**src/rtl/usart_pkg.sv**
```systemverilog
// Definitions shared by the USART transmitter and receiver: FSM state names,
// parity mode encodings and the bit-period calculation.
package usart_pkg;

  typedef enum logic [2:0] {
    ST_IDLE,
    ST_START,
    ST_DATA,
    ST_PARITY,
    ST_STOP
  } usart_state_e;

  localparam int PARITY_NONE = 0;
  localparam int PARITY_ODD  = 1;
  localparam int PARITY_EVEN = 2;

  // Integer floor; any fractional remainder becomes a small baud error.
  function automatic int clks_per_bit(input int clk_freq, input int baud_rate);
    return clk_freq / baud_rate;
  endfunction

endpackage

```
**src/rtl/usart_baud_gen.sv**
```systemverilog
// Bit-period timer: counts 0..CLKS_PER_BIT-1 while enabled and pulses tick on
// the last count of each period. A synchronous clear holds it at zero.
module usart_baud_gen #(
  parameter int CLKS_PER_BIT = 10
) (
  input  logic clk,
  input  logic reset,
  input  logic en_i,
  input  logic clr_i,
  output logic tick_o
);

  localparam int CW = (CLKS_PER_BIT > 1) ? $clog2(CLKS_PER_BIT) : 1;
  localparam logic [CW-1:0] LAST = CW'(CLKS_PER_BIT - 1);

  logic [CW-1:0] cnt_q, cnt_d;

  assign tick_o = en_i && !clr_i && (cnt_q == LAST);

  always_comb begin
    cnt_d = cnt_q;
    if (clr_i) begin
      cnt_d = '0;
    end else if (en_i) begin
      cnt_d = tick_o ? '0 : cnt_q + 1'b1;
    end
  end

  always_ff @(posedge clk or posedge reset) begin
    if (reset) begin
      cnt_q <= '0;
    end else begin
      cnt_q <= cnt_d;
    end
  end

endmodule

```
**src/rtl/usart_tx.sv**
```systemverilog
// USART transmitter: one-entry holding register in front of a start/data/
// parity/stop serialiser, so a waiting word follows the previous stop bit.
module usart_tx
  import usart_pkg::*;
#(
  parameter int CLK_FREQ  = 100000000,
  parameter int BAUD_RATE = 115200,
  parameter int DATA_BITS = 8,
  parameter int STOP_BITS = 1,
  parameter int PARITY    = 0
) (
  input  logic                 clk,
  input  logic                 reset,
  input  logic [DATA_BITS-1:0] tx_data,
  input  logic                 tx_valid,
  output logic                 tx_ready,
  output logic                 tx,
  output logic                 busy,
  output logic                 done
);

  localparam int CPB = clks_per_bit(CLK_FREQ, BAUD_RATE);
  localparam int BIT_W = $clog2(DATA_BITS);
  localparam logic [BIT_W-1:0] LAST_BIT = BIT_W'(DATA_BITS - 1);
  localparam logic PAR_INV = (PARITY == PARITY_ODD);
  localparam logic HAS_PAR = (PARITY != PARITY_NONE);
  localparam logic TWO_STOP = (STOP_BITS == 2);

  if (CPB < 2 || DATA_BITS < 5 || DATA_BITS > 9 || STOP_BITS < 1 || STOP_BITS > 2 ||
      PARITY < 0 || PARITY > 2) begin : g_cfg_check
    $error("usart_tx: illegal parameter combination");
  end

  function automatic logic frame_parity(input logic [DATA_BITS-1:0] word);
    return (^word) ^ PAR_INV;
  endfunction

  usart_state_e           state_q, state_d;
  logic [DATA_BITS-1:0]   shift_q, shift_d;
  logic [DATA_BITS-1:0]   hold_q, hold_d;
  logic [BIT_W-1:0]       bit_q, bit_d;
  logic                   stop_q, stop_d;
  logic                   par_q, par_d;
  logic                   tx_q, tx_d;
  logic                   hold_full_q, hold_full_d;
  logic                   accept, drain, tick, last_stop;

  usart_baud_gen #(
    .CLKS_PER_BIT(CPB)
  ) u_baud (
    .clk    (clk),
    .reset  (reset),
    .en_i   (state_q != ST_IDLE),
    .clr_i  (state_q == ST_IDLE),
    .tick_o (tick)
  );

  assign accept    = tx_valid && !hold_full_q;
  assign last_stop = TWO_STOP ? stop_q : 1'b1;
  assign tx_ready  = !hold_full_q;
  assign busy      = (state_q != ST_IDLE);
  assign tx        = tx_q;

  always_comb begin
    state_d = state_q;
    shift_d = shift_q;
    bit_d   = bit_q;
    stop_d  = stop_q;
    par_d   = par_q;
    tx_d    = tx_q;
    drain   = 1'b0;
    done    = 1'b0;
    case (state_q)
      ST_IDLE: begin
        if (hold_full_q) begin
          state_d = ST_START;
          shift_d = hold_q;
          par_d   = frame_parity(hold_q);
          tx_d    = 1'b0;
          drain   = 1'b1;
        end
      end
      ST_START: begin
        if (tick) begin
          state_d = ST_DATA;
          tx_d    = shift_q[0];
          shift_d = shift_q >> 1;
          bit_d   = '0;
        end
      end
      // bit_q is the index of the data bit currently on the line
      ST_DATA: begin
        if (tick) begin
          if (bit_q == LAST_BIT) begin
            stop_d  = 1'b0;
            state_d = HAS_PAR ? ST_PARITY : ST_STOP;
            tx_d    = HAS_PAR ? par_q : 1'b1;
          end else begin
            bit_d   = bit_q + 1'b1;
            tx_d    = shift_q[0];
            shift_d = shift_q >> 1;
          end
        end
      end
      ST_PARITY: begin
        if (tick) begin
          state_d = ST_STOP;
          stop_d  = 1'b0;
          tx_d    = 1'b1;
        end
      end
      ST_STOP: begin
        if (tick) begin
          if (last_stop) begin
            done = 1'b1;
            if (hold_full_q) begin
              state_d = ST_START;
              shift_d = hold_q;
              par_d   = frame_parity(hold_q);
              tx_d    = 1'b0;
              drain   = 1'b1;
            end else begin
              state_d = ST_IDLE;
            end
          end else begin
            stop_d = 1'b1;
          end
        end
      end
      default: begin
        state_d = ST_IDLE;
        tx_d    = 1'b1;
      end
    endcase
  end

  // A drain and a new accept in the same cycle leave the register full.
  always_comb begin
    hold_full_d = (hold_full_q && !drain) || accept;
    hold_d      = accept ? tx_data : hold_q;
  end

  always_ff @(posedge clk or posedge reset) begin
    if (reset) begin
      state_q     <= ST_IDLE;
      bit_q       <= '0;
      stop_q      <= 1'b0;
      tx_q        <= 1'b1;
      hold_full_q <= 1'b0;
    end else begin
      state_q     <= state_d;
      bit_q       <= bit_d;
      stop_q      <= stop_d;
      tx_q        <= tx_d;
      hold_full_q <= hold_full_d;
    end
  end

  always_ff @(posedge clk) begin
    shift_q <= shift_d;
    hold_q  <= hold_d;
    par_q   <= par_d;
  end

endmodule

```
**config.mk**
```make
export PLATFORM = sky130hd
export DESIGN_NAME = usart_tx
export DESIGN_NICKNAME = d
export VERILOG_FILES = /design/src/rtl/usart_pkg.sv /design/src/rtl/usart_baud_gen.sv /design/src/rtl/usart_tx.sv
export SDC_FILE = /design/constraint.sdc
export NUM_CORES = 1
export LEC_CHECK = 0
export ABC_AREA = 1
export CORE_UTILIZATION = 61
export DETAILED_ROUTE_END_ITERATION = 6
export MAX_ROUTING_LAYER = met4
export PLACE_DENSITY = 0.84
export SETUP_SLACK_MARGIN = 0.5
export SYNTH_ARGS = -nofsm -noshare
export SYNTH_HDL_FRONTEND = slang
export SYNTH_SLANG_ARGS = --single-unit
```
**constraint.sdc**
```tcl
create_clock -name clk -period 3.7 [get_ports clk]
set_clock_uncertainty 0.05 [all_clocks]
set_input_delay 0.74 -clock clk [delete_from_list [all_inputs] [get_ports clk]]
set_output_delay 0.74 -clock clk [all_outputs]
set_load 0.03 [all_outputs]
```
==> results by stage, run 1 <==
Critical path:
- The nature of the critical path endpoint is an output pin.
- The count of buffering cells on the critical path with inverters included is 3.
- The critical path in this run is classified as register to output pin.
- Traced cell by cell, the critical path runs through inv_1 -> nand2_4 -> nor2_4 -> inv_1 -> clkdlybuf4s50_1.
- The slowest library cell on the worst path is sky130_fd_sc_hd__clkdlybuf4s50_1.
- The most frequent cell on the critical path is sky130_fd_sc_hd__inv_1.
- The delay of the slowest critical-path stage is 0.61 ns.
- Data on the critical path arrives at its endpoint at a little under 2 ns.
- STA puts the critical path data required time at 2.91 ns.
- Grouping stages by cell kind, the critical path spends the most delay in buffers and inverters.
- Of all nets on the critical path, the largest fanout is 6.
- The kind of launch point of the worst setup path is a register.

Timing:
- Measured against its own limit, the worst slew margin works out to between 50% and 60%.
- The actual transition at the worst max-transition pin is 0.657 ns.
- The final setup violation count is 0.
- The max-slew violation count was 0.
- Of the available clock period, the critical path in the final layout requires about 74%.
- Based on the critical path, the design can be clocked at up to 368 MHz.
- For the final routed database, the setup TNS stands at 0 ns.
- The worst setup margin is around 0.98 ns.
- The count of endpoints failing hold in the final timing report is 0.
- The post-route minimum period is 2.72 ns.
- Setup repair after global routing left no endpoint under its margin.

Yosys:
- In this run the biggest area consumer among cell types represents 28.1% of the synthesized area.
- The mapped netlist covers roughly 1700 um2.
- The portion of the post-synthesis area used by sequential elements is between 50% and 60%.
- Ranked by total cell area, the synthesized netlist is headed by sky130_fd_sc_hd__edfxtp_1, sky130_fd_sc_hd__dfrtp_1, sky130_fd_sc_hd__nand2_1.
- The number of storage elements in the synthesis netlist is 34.
- In this run the mean area of a mapped cell was between 9 and 10 um2.
- During synthesis, Yosys emitted a total of 0 warnings.
- The number of nets in the synthesized netlist is between 150 and 200.
- The biggest area contributor in the post-synthesis netlist is sky130_fd_sc_hd__edfxtp_1.
- The number of instances in the synthesized netlist is 183.
- Counting distinct cell types in the post-synthesis netlist gives 30.

Detailed routing:
- After the first detailed-routing iteration, the DRC count stood at 29.
- The final routed wire length divided by cell count is between 10 and 15 um.
- The count of nets left with antenna violations once routing finished came out at 0.
- Summed over all layers, the routed wires come to between 3000 and 4000 um.
- The first-pass iteration count of the detailed router is 4.
- After detailed routing, the number of remaining DRC violations is 0.
- The routed layout has 1273 vias.
- The ratio of routed vias to standard cells is 5.46.

Floorplan:
- The die extent in y is 54.9 um.
- For this configuration, the core starts out at a cell density of between 60% and 70%.
- Row generation in the floorplan step produced 18 rows.
- The die width is 54.9 um.
- The die footprint is 3020 um2.
- 15 I/O pins were placed.
- The total core area is 2570 um2.

Clock network:
- TritonCTS built the clock tree.
- Clock-pin slew was measured on the worst setup and hold paths at 0.10 ns.
- The number of clock buffers added by TritonCTS is 5.
- The clock passes through at most 2 buffers.
- CTS placed an instance of sky130_fd_sc_hd__clkbuf_4 at the clock tree root.
- The worst-skew pair later-pin latency is 0.33 ns.
- In this run, post-CTS hold repair placed 0 buffers.
- The H-tree generated during clock tree synthesis spans 2 levels.
- The number of clock sinks seen by CTS is 34.

Global routing:
- The via count of the first global-routing pass is 1267.
- In the global route stage, met2 resource usage came out at 42.8%.
- The first global-routing pass estimated approximately 5300 um of wire.
- The overall routing resource usage is 26.8%.
- The met3 routing resource usage after global routing is ~6.3%.
- In this run the most used layer during global routing was met2.
- The met1 global-route usage is 31.3%.
- Global routing finished with a remaining overflow of 0.
- The initial antenna violation count was 0.
- Entering global routing, the biggest net connects 19 pins.

Placed design:
- The count of buffers added on input and output ports is 14.
- The congestion estimate from routability-driven global placement came to 0.882.
- Before CTS, the worst setup slack after placement is 1.02 ns.
- The HPWL reported at the end of detailed placement is 2390 um.

Finish:
- The register cell area after layout is about 930 um2.
- The net count of the finished layout is ~220.
- The share of the core filled with cells is roughly three quarters.
- Relative to the synthesized area, the layout overhead comes to 12.6%.
- The number of filler instances in the final layout is 183.
- The fraction of layout instances using a drive strength above 1 is roughly 15%.
- The multi-input combinational cells in the finished layout cover a total of 689 um2.
- The count of inserted antenna diode cells is 0.

Power and ir drop:
- The worst vdd rail ir drop is 0.000290 V.
- For this design the static power due to leakage is 0.850 nW.
- For this design the ratio of total power to cell area is roughly 320 nW/um2.

Job:
- The max capacitance violation total is 0.

Outcome:
- The run finished with clean final reports.

Hold path:
- The path category of the worst min-delay check is register to register.
## per-layer routing
metal	routed length (um)	vias up
met1	1470	586
met4	62	0
met2	1540	40
met3	154	8
met5	0	-
li1	-	639
## what timing repair did
item                                    4_1_cts  5_1_grt
endpoints found under the setup margin        0        1
buffers inserted                              0        0
gates resized for setup                       0        1
## stage by stage
step	hold WS [ns]	cells	total power, W	instance area, um2
global placement	0.397	225	0.000437	1870
floorplan	0.413	183	0.000423	1710
detailed placement	0.416	225	0.000439	1870
CTS	0.432	233	0.000626	1920
finish	0.425	233	0.000621	1920
global route	0.446	233	0.000643	1920
## cell type report
| cell class | count | area share [%] |
|---|---|---|
| multi-input cells | 128 | 35.8 |
| well taps | 30 | 1.95 |
| clock buffers | 6 | 2.15 |
| flip-flops and latches | 34 | 48.5 |
| repair buffers | 14 | 7.42 |
| inverters | 19 | 3.71 |
| clock inverters | 2 | 0.455 |
## cells in the final DEF, fill, tap and decap left out, types with 4 or more instances in the layout
| master | n |
|---|---|
| sky130_fd_sc_hd__nand2_1 | 47 |
| sky130_fd_sc_hd__o21ai_2 | 7 |
| sky130_fd_sc_hd__nand3_1 | 11 |
| sky130_fd_sc_hd__nor2_1 | 23 |
| sky130_fd_sc_hd__clkdlybuf4s50_1 | 13 |
| sky130_fd_sc_hd__a21oi_1 | 5 |
| sky130_fd_sc_hd__nand4_1 | 4 |
| sky130_fd_sc_hd__inv_1 | 16 |
| sky130_fd_sc_hd__nor3_1 | 4 |
| sky130_fd_sc_hd__edfxtp_1 | 16 |
| sky130_fd_sc_hd__clkbuf_4 | 5 |
| sky130_fd_sc_hd__dfrtp_1 | 17 |
| sky130_fd_sc_hd__nand2_2 | 4 |
## state kept, by name, summed over array words and instances, names as in the netlist
| name | flops |
|---|---|
| shift_q | 8 |
| u_baud.cnt_q | 10 |
| hold_full_q | 1 |
| hold_q | 8 |
| tx | 1 |
| state_q | 3 |
| bit_q | 3 |
## power by group
part           switching, W  internal, W
combinational     0.0000150    0.0000129
sequential       0.00000415     0.000399
clock              0.000119    0.0000713
## cell usage after synthesis
cell type and n:
sky130_fd_sc_hd__a21oi_1 5, sky130_fd_sc_hd__a21oi_2 1, sky130_fd_sc_hd__buf_6 1, sky130_fd_sc_hd__clkbuf_1 1, sky130_fd_sc_hd__dfrtp_1 17, sky130_fd_sc_hd__dfstp_2 1, sky130_fd_sc_hd__edfxtp_1 16, sky130_fd_sc_hd__ha_1 3
sky130_fd_sc_hd__inv_1 16, sky130_fd_sc_hd__inv_2 3, sky130_fd_sc_hd__nand2_1 47, sky130_fd_sc_hd__nand2_2 4, sky130_fd_sc_hd__nand2_4 3, sky130_fd_sc_hd__nand3_1 11, sky130_fd_sc_hd__nand3_2 1, sky130_fd_sc_hd__nand4_1 4
sky130_fd_sc_hd__nand4_4 1, sky130_fd_sc_hd__nor2_1 23, sky130_fd_sc_hd__nor2_2 1, sky130_fd_sc_hd__nor2_4 2, sky130_fd_sc_hd__nor3_1 4, sky130_fd_sc_hd__nor3b_1 1, sky130_fd_sc_hd__o211ai_1 1, sky130_fd_sc_hd__o21ai_1 3
sky130_fd_sc_hd__o21ai_2 7, sky130_fd_sc_hd__o22ai_1 1, sky130_fd_sc_hd__or2_1 1, sky130_fd_sc_hd__or2_2 1, sky130_fd_sc_hd__xnor2_1 1, sky130_fd_sc_hd__xor2_1 2
## worst reg2reg max path: stages, from the launching register on
cell and delay, ns:
sky130_fd_sc_hd__dfrtp_1 0.43, sky130_fd_sc_hd__inv_1 0.15, sky130_fd_sc_hd__nand3_1 0.20, sky130_fd_sc_hd__nand2_4 0.28, sky130_fd_sc_hd__o211ai_1 0.14, sky130_fd_sc_hd__nor2_1 0.47
## worst paths after layout
kind	cells past startpoint	to	start	slack, ns
setup / recovery	5	busy	state_q[0]	0.98
hold / removal	2	tx	tx	0.43
setup reg to reg	5	shift_q[0]	state_q[1]	1.63
hold reg to reg	2	tx	tx	0.43
max in group asynchronous	2	u_baud.cnt_q[2]	reset	2.44
min in group asynchronous	2	state_q[1]	reset	0.74
## logic make-up (layout without fill, tap and decap cells)
family | count (synthesis) | count (layout) | synth area share, %
AO/OA/AOI/OAI | 18 | 18 | 7.25
XOR/XNOR | 3 | 3 | 1.54
flip-flops | 34 | 34 | 54.6
buffers and inverters | 21 | 41 | 5.05
adder cells (fa/ha/maj) | 3 | 3 | 2.20
AND/OR/NAND/NOR | 104 | 104 | 29.4
No activity file was read; power rests on OpenSTA's default activity.
==> inputs of run 2 (changes only) <==
--- a/config.mk
+++ b/config.mk
@@ -6,10 +6,10 @@
 export NUM_CORES = 1
 export LEC_CHECK = 0
 export ABC_AREA = 1
-export CORE_UTILIZATION = 61
+export CORE_UTILIZATION = 56
 export DETAILED_ROUTE_END_ITERATION = 6
 export MAX_ROUTING_LAYER = met4
-export PLACE_DENSITY = 0.84
+export PLACE_DENSITY = 0.78
 export SETUP_SLACK_MARGIN = 0.5
 export SYNTH_ARGS = -nofsm -noshare
 export SYNTH_HDL_FRONTEND = slang
==> constraint.sdc (replaced) <==
create_clock -name clk -period 2.6 [get_ports clk]
set_clock_uncertainty 0.05 [all_clocks]
set_input_delay 0.52 -clock clk [delete_from_list [all_inputs] [get_ports clk]]
set_output_delay 0.52 -clock clk [all_outputs]
set_load 0.03 [all_outputs]
==> run 2 against run 1 <==
Hold slack worse by 0.014 ns. Critical path depth up 1. Combinational power up 35%. Via count is 0.39% higher. Routed wire length decreased by 6.1%. Setup slack worse by 0.49 ns. Highest routed layer unchanged.
==> results by stage, run 2 (same netlist as run 1, synthesis figures left out) <==
Floorplan:
- Pin placement for this block handled 15 I/O pins.
- Measured along the x axis, the die boundary spans 57.2 um.
- The die extent in y is 57.2 um.
- Once the floorplan was initialized, standard cells occupied roughly 60% of the core.
- The die footprint is 3270 um2.
- The total core area is 2830 um2.
- Row generation in the floorplan step produced 19 rows.

Timing:
- The post-route minimum period is ~2.1 ns.
- The worst slew margin relative to its limit is between 50% and 60%.
- The share of the clock period used by the worst path after layout is 81.3%.
- The count of endpoints failing hold in the final timing report was 0.
- The max-slew violation count was 0.
- For the pin with the worst max-slew slack, the measured transition is 0.673 ns.
- Setup violations remaining at the end of the flow were counted as 0.
- The achievable frequency is 473 MHz.
- Setup repair after global routing could not meet its margin everywhere.
- The summed negative setup slack over all endpoints is 0 ns.

Power and ir drop:
- The share of total power dissipated in combinational logic is 3.4%.
- Internal power comes to between 0.0009 and 0.001 W.
- Power comes to roughly 0.0011 W.
- The switching power of the nets is 0.000200 W.
- Of the total power, the share spent switching nets is 18.0%.
- Of the total power, registers draw 51.7%.
- Summed over all cells, the static leakage comes to 0.899 nW.
- In this run, the clock network consumes 44.9% of the power.
- Dividing total power by cell area gives a power density of 543 nW/um2.
- The worst-case IR drop observed on VDD is 0.000564 V.

Critical path:
- The delay of the slowest critical-path stage is 0.42 ns.
- The required time at the endpoint of the critical path is 2.03 ns.
- The signal on the critical path passes through ha_2 -> nand3_2 -> nor2_4 -> nand2_4 -> nor2_4 -> buf_6.
- The most frequent cell on the critical path is sky130_fd_sc_hd__nor2_4.
- The nature of the critical path endpoint is an output pin.
- The worst setup path is of the register to output pin kind.
- The slowest library cell on the worst path is sky130_fd_sc_hd__dfrtp_1.
- The critical-path maximum fanout is 4.
- The kind of launch point of the worst setup path is a register.
- The data arrival time at the worst-slack endpoint is ~1.5 ns.

Detailed routing:
- The final routed wire length divided by cell count is between 10 and 15 um.
- Once detail routing completed, the nets flagged for antenna violations numbered 0.
- For this run, design rule violations remaining after detail routing come to 0.
- For this block, the initial DRC count from the detailed router was 59.
- The ratio of routed vias to standard cells is approximately 5.3.
- The first detailed-routing pass ran for 4 iterations.
- The routed layout has 1278 vias.
- The routed wire length is 3030 um.

Placed design:
- The instance area after placement is 1870 um2.
- The routability-driven placement congestion ratio is 0.891.
- The number of buffers added on ports is 14.
- Summed over all nets, the half-perimeter wirelength after detailed placement is 2150 um.

Finish:
- 0 antenna diodes ended up in the layout.
- In the final design database the tool counted 222 nets.
- Counting flops per register, the top entry is u_baud.cnt_q.
- Summing all multi-input logic gate instances after layout gives 712 um2.
- Relative to the synthesized area, the layout overhead comes to 19.8%.
- The total non-filler cell area in the finished layout is 2050 um2.
- The most common cell after layout, fill and taps aside is sky130_fd_sc_hd__nand2_1.
- The fraction of layout instances using a drive strength above 1 is approximately 22%.
- The number of filler instances in the final layout is 212.
- The register cell area after layout is 933 um2.
- The register with the most flip-flops in the layout has 10 of them.
- Leaving out fill and tap cells, the most frequent cells in the layout are sky130_fd_sc_hd__nand2_1, sky130_fd_sc_hd__nor2_1, sky130_fd_sc_hd__dfrtp_1, sky130_fd_sc_hd__edfxtp_1, sky130_fd_sc_hd__inv_1.
- In the final layout, the registers with the most flip-flops are u_baud.cnt_q: 10 flops, hold_q: 8 flops, shift_q: 8 flops.

Outcome:
- The run finished with clean final reports.

Clock network:
- The clock passes through at most 2 buffers.
- TritonCTS created 5 clock buffers.
- CTS built an H-tree with a depth of 2.
- TritonCTS built the clock tree.
- At the later pin of the worst-skew pair, clock insertion delay measures 0.33 ns.
- The clock root buffer is sky130_fd_sc_hd__clkbuf_4.
- The number of hold buffers added after CTS was 0.
- The register clock-pin slew on the reported worst setup and hold paths is around 0.10 ns.
- For this design, the sink count on the clock tree is 34.

Job:
- The tool flagged a number of max-cap violations equal to 0.

Global routing:
- The pin count of the biggest net entering global routing is 19.
- The initial antenna violation count is 0.
- The global-route wire length before repair is 5020 um.
- The remaining global-route overflow is 0.
- For this run, the total global-route usage over all layers was measured as around a fifth.
- The via count of the first global-routing pass is between 1000 and 1500.

Hold path:
- The path category of the worst min-delay check is register to register.
[run 2: layer usage]
metal | global-route usage, % | wire, um | vias to the layer above
met5 | - | 0 | -
met4 | 8.01 | 63 | 0
met3 | 6.80 | 116 | 8
met2 | 32.6 | 1490 | 27
met1 | 25.8 | 1360 | 594
li1 | - | - | 649
[run 2: power groups by stage]
stage          registers (W)  clock network [W]  logic [W]
2_1_floorplan       0.000581                  0  0.0000210
3_3_place_gp        0.000584                  0  0.0000391
3_5_place_dp        0.000585                  0  0.0000395
4_1_cts             0.000573           0.000511  0.0000385
5_1_grt             0.000575           0.000527  0.0000419
6_report            0.000574           0.000499  0.0000377
[run 2: final timing paths]
kind                                  from          end  slack, ns  cells after the start
max                        u_baud.cnt_q[0]         done       0.49                      6
min                                     tx           tx       0.41                      2
max reg2reg                     state_q[2]   shift_q[5]       0.76                      5
min reg2reg                             tx           tx       0.41                      2
max in group asynchronous            reset  hold_full_q       1.51                      2
min in group asynchronous            reset     bit_q[1]       0.52                      2
[run 2: cell type report]
class	count	share of cell area, %
inverters	19	3.49
flip-flops and latches	34	45.6
repair buffers	20	8.75
clock buffers	6	2.51
well taps	31	1.90
clock inverters	2	2.94
multi-input cells	128	34.8
[run 2: timing repair]
action                                  in CTS  in global routing
endpoints found under the hold margin        0                  0
gates cloned                                 0                  0
setup buffers                                1                  5
endpoints found under the setup margin       4                 10
pin swaps                                    1                  3
resized for setup                           13                  9
[run 2: through the flow]
step / utilization [%] / cells / setup slack (ns) / hold slack, ns
final: 72.3 / 240 / 0.487 / 0.411
after detailed placement: 66.2 / 226 / 0.163 / 0.400
after global placement: 66.2 / 226 / 0.201 / 0.397
after global routing: 72.3 / 240 / 0.404 / 0.440
after floorplan: - / 183 / 0.636 / 0.408
after CTS: 70.0 / 235 / 0.283 / 0.414
[run 2: critical path: cells and delay by family, from the launching register on]
kind | cells | cell delay [ns]
buffers and inverters | 1 | 0.14
AND/OR/NAND/NOR | 4 | 0.43
flip-flops | 1 | 0.42
adder cells (fa/ha/maj) | 1 | 0.22
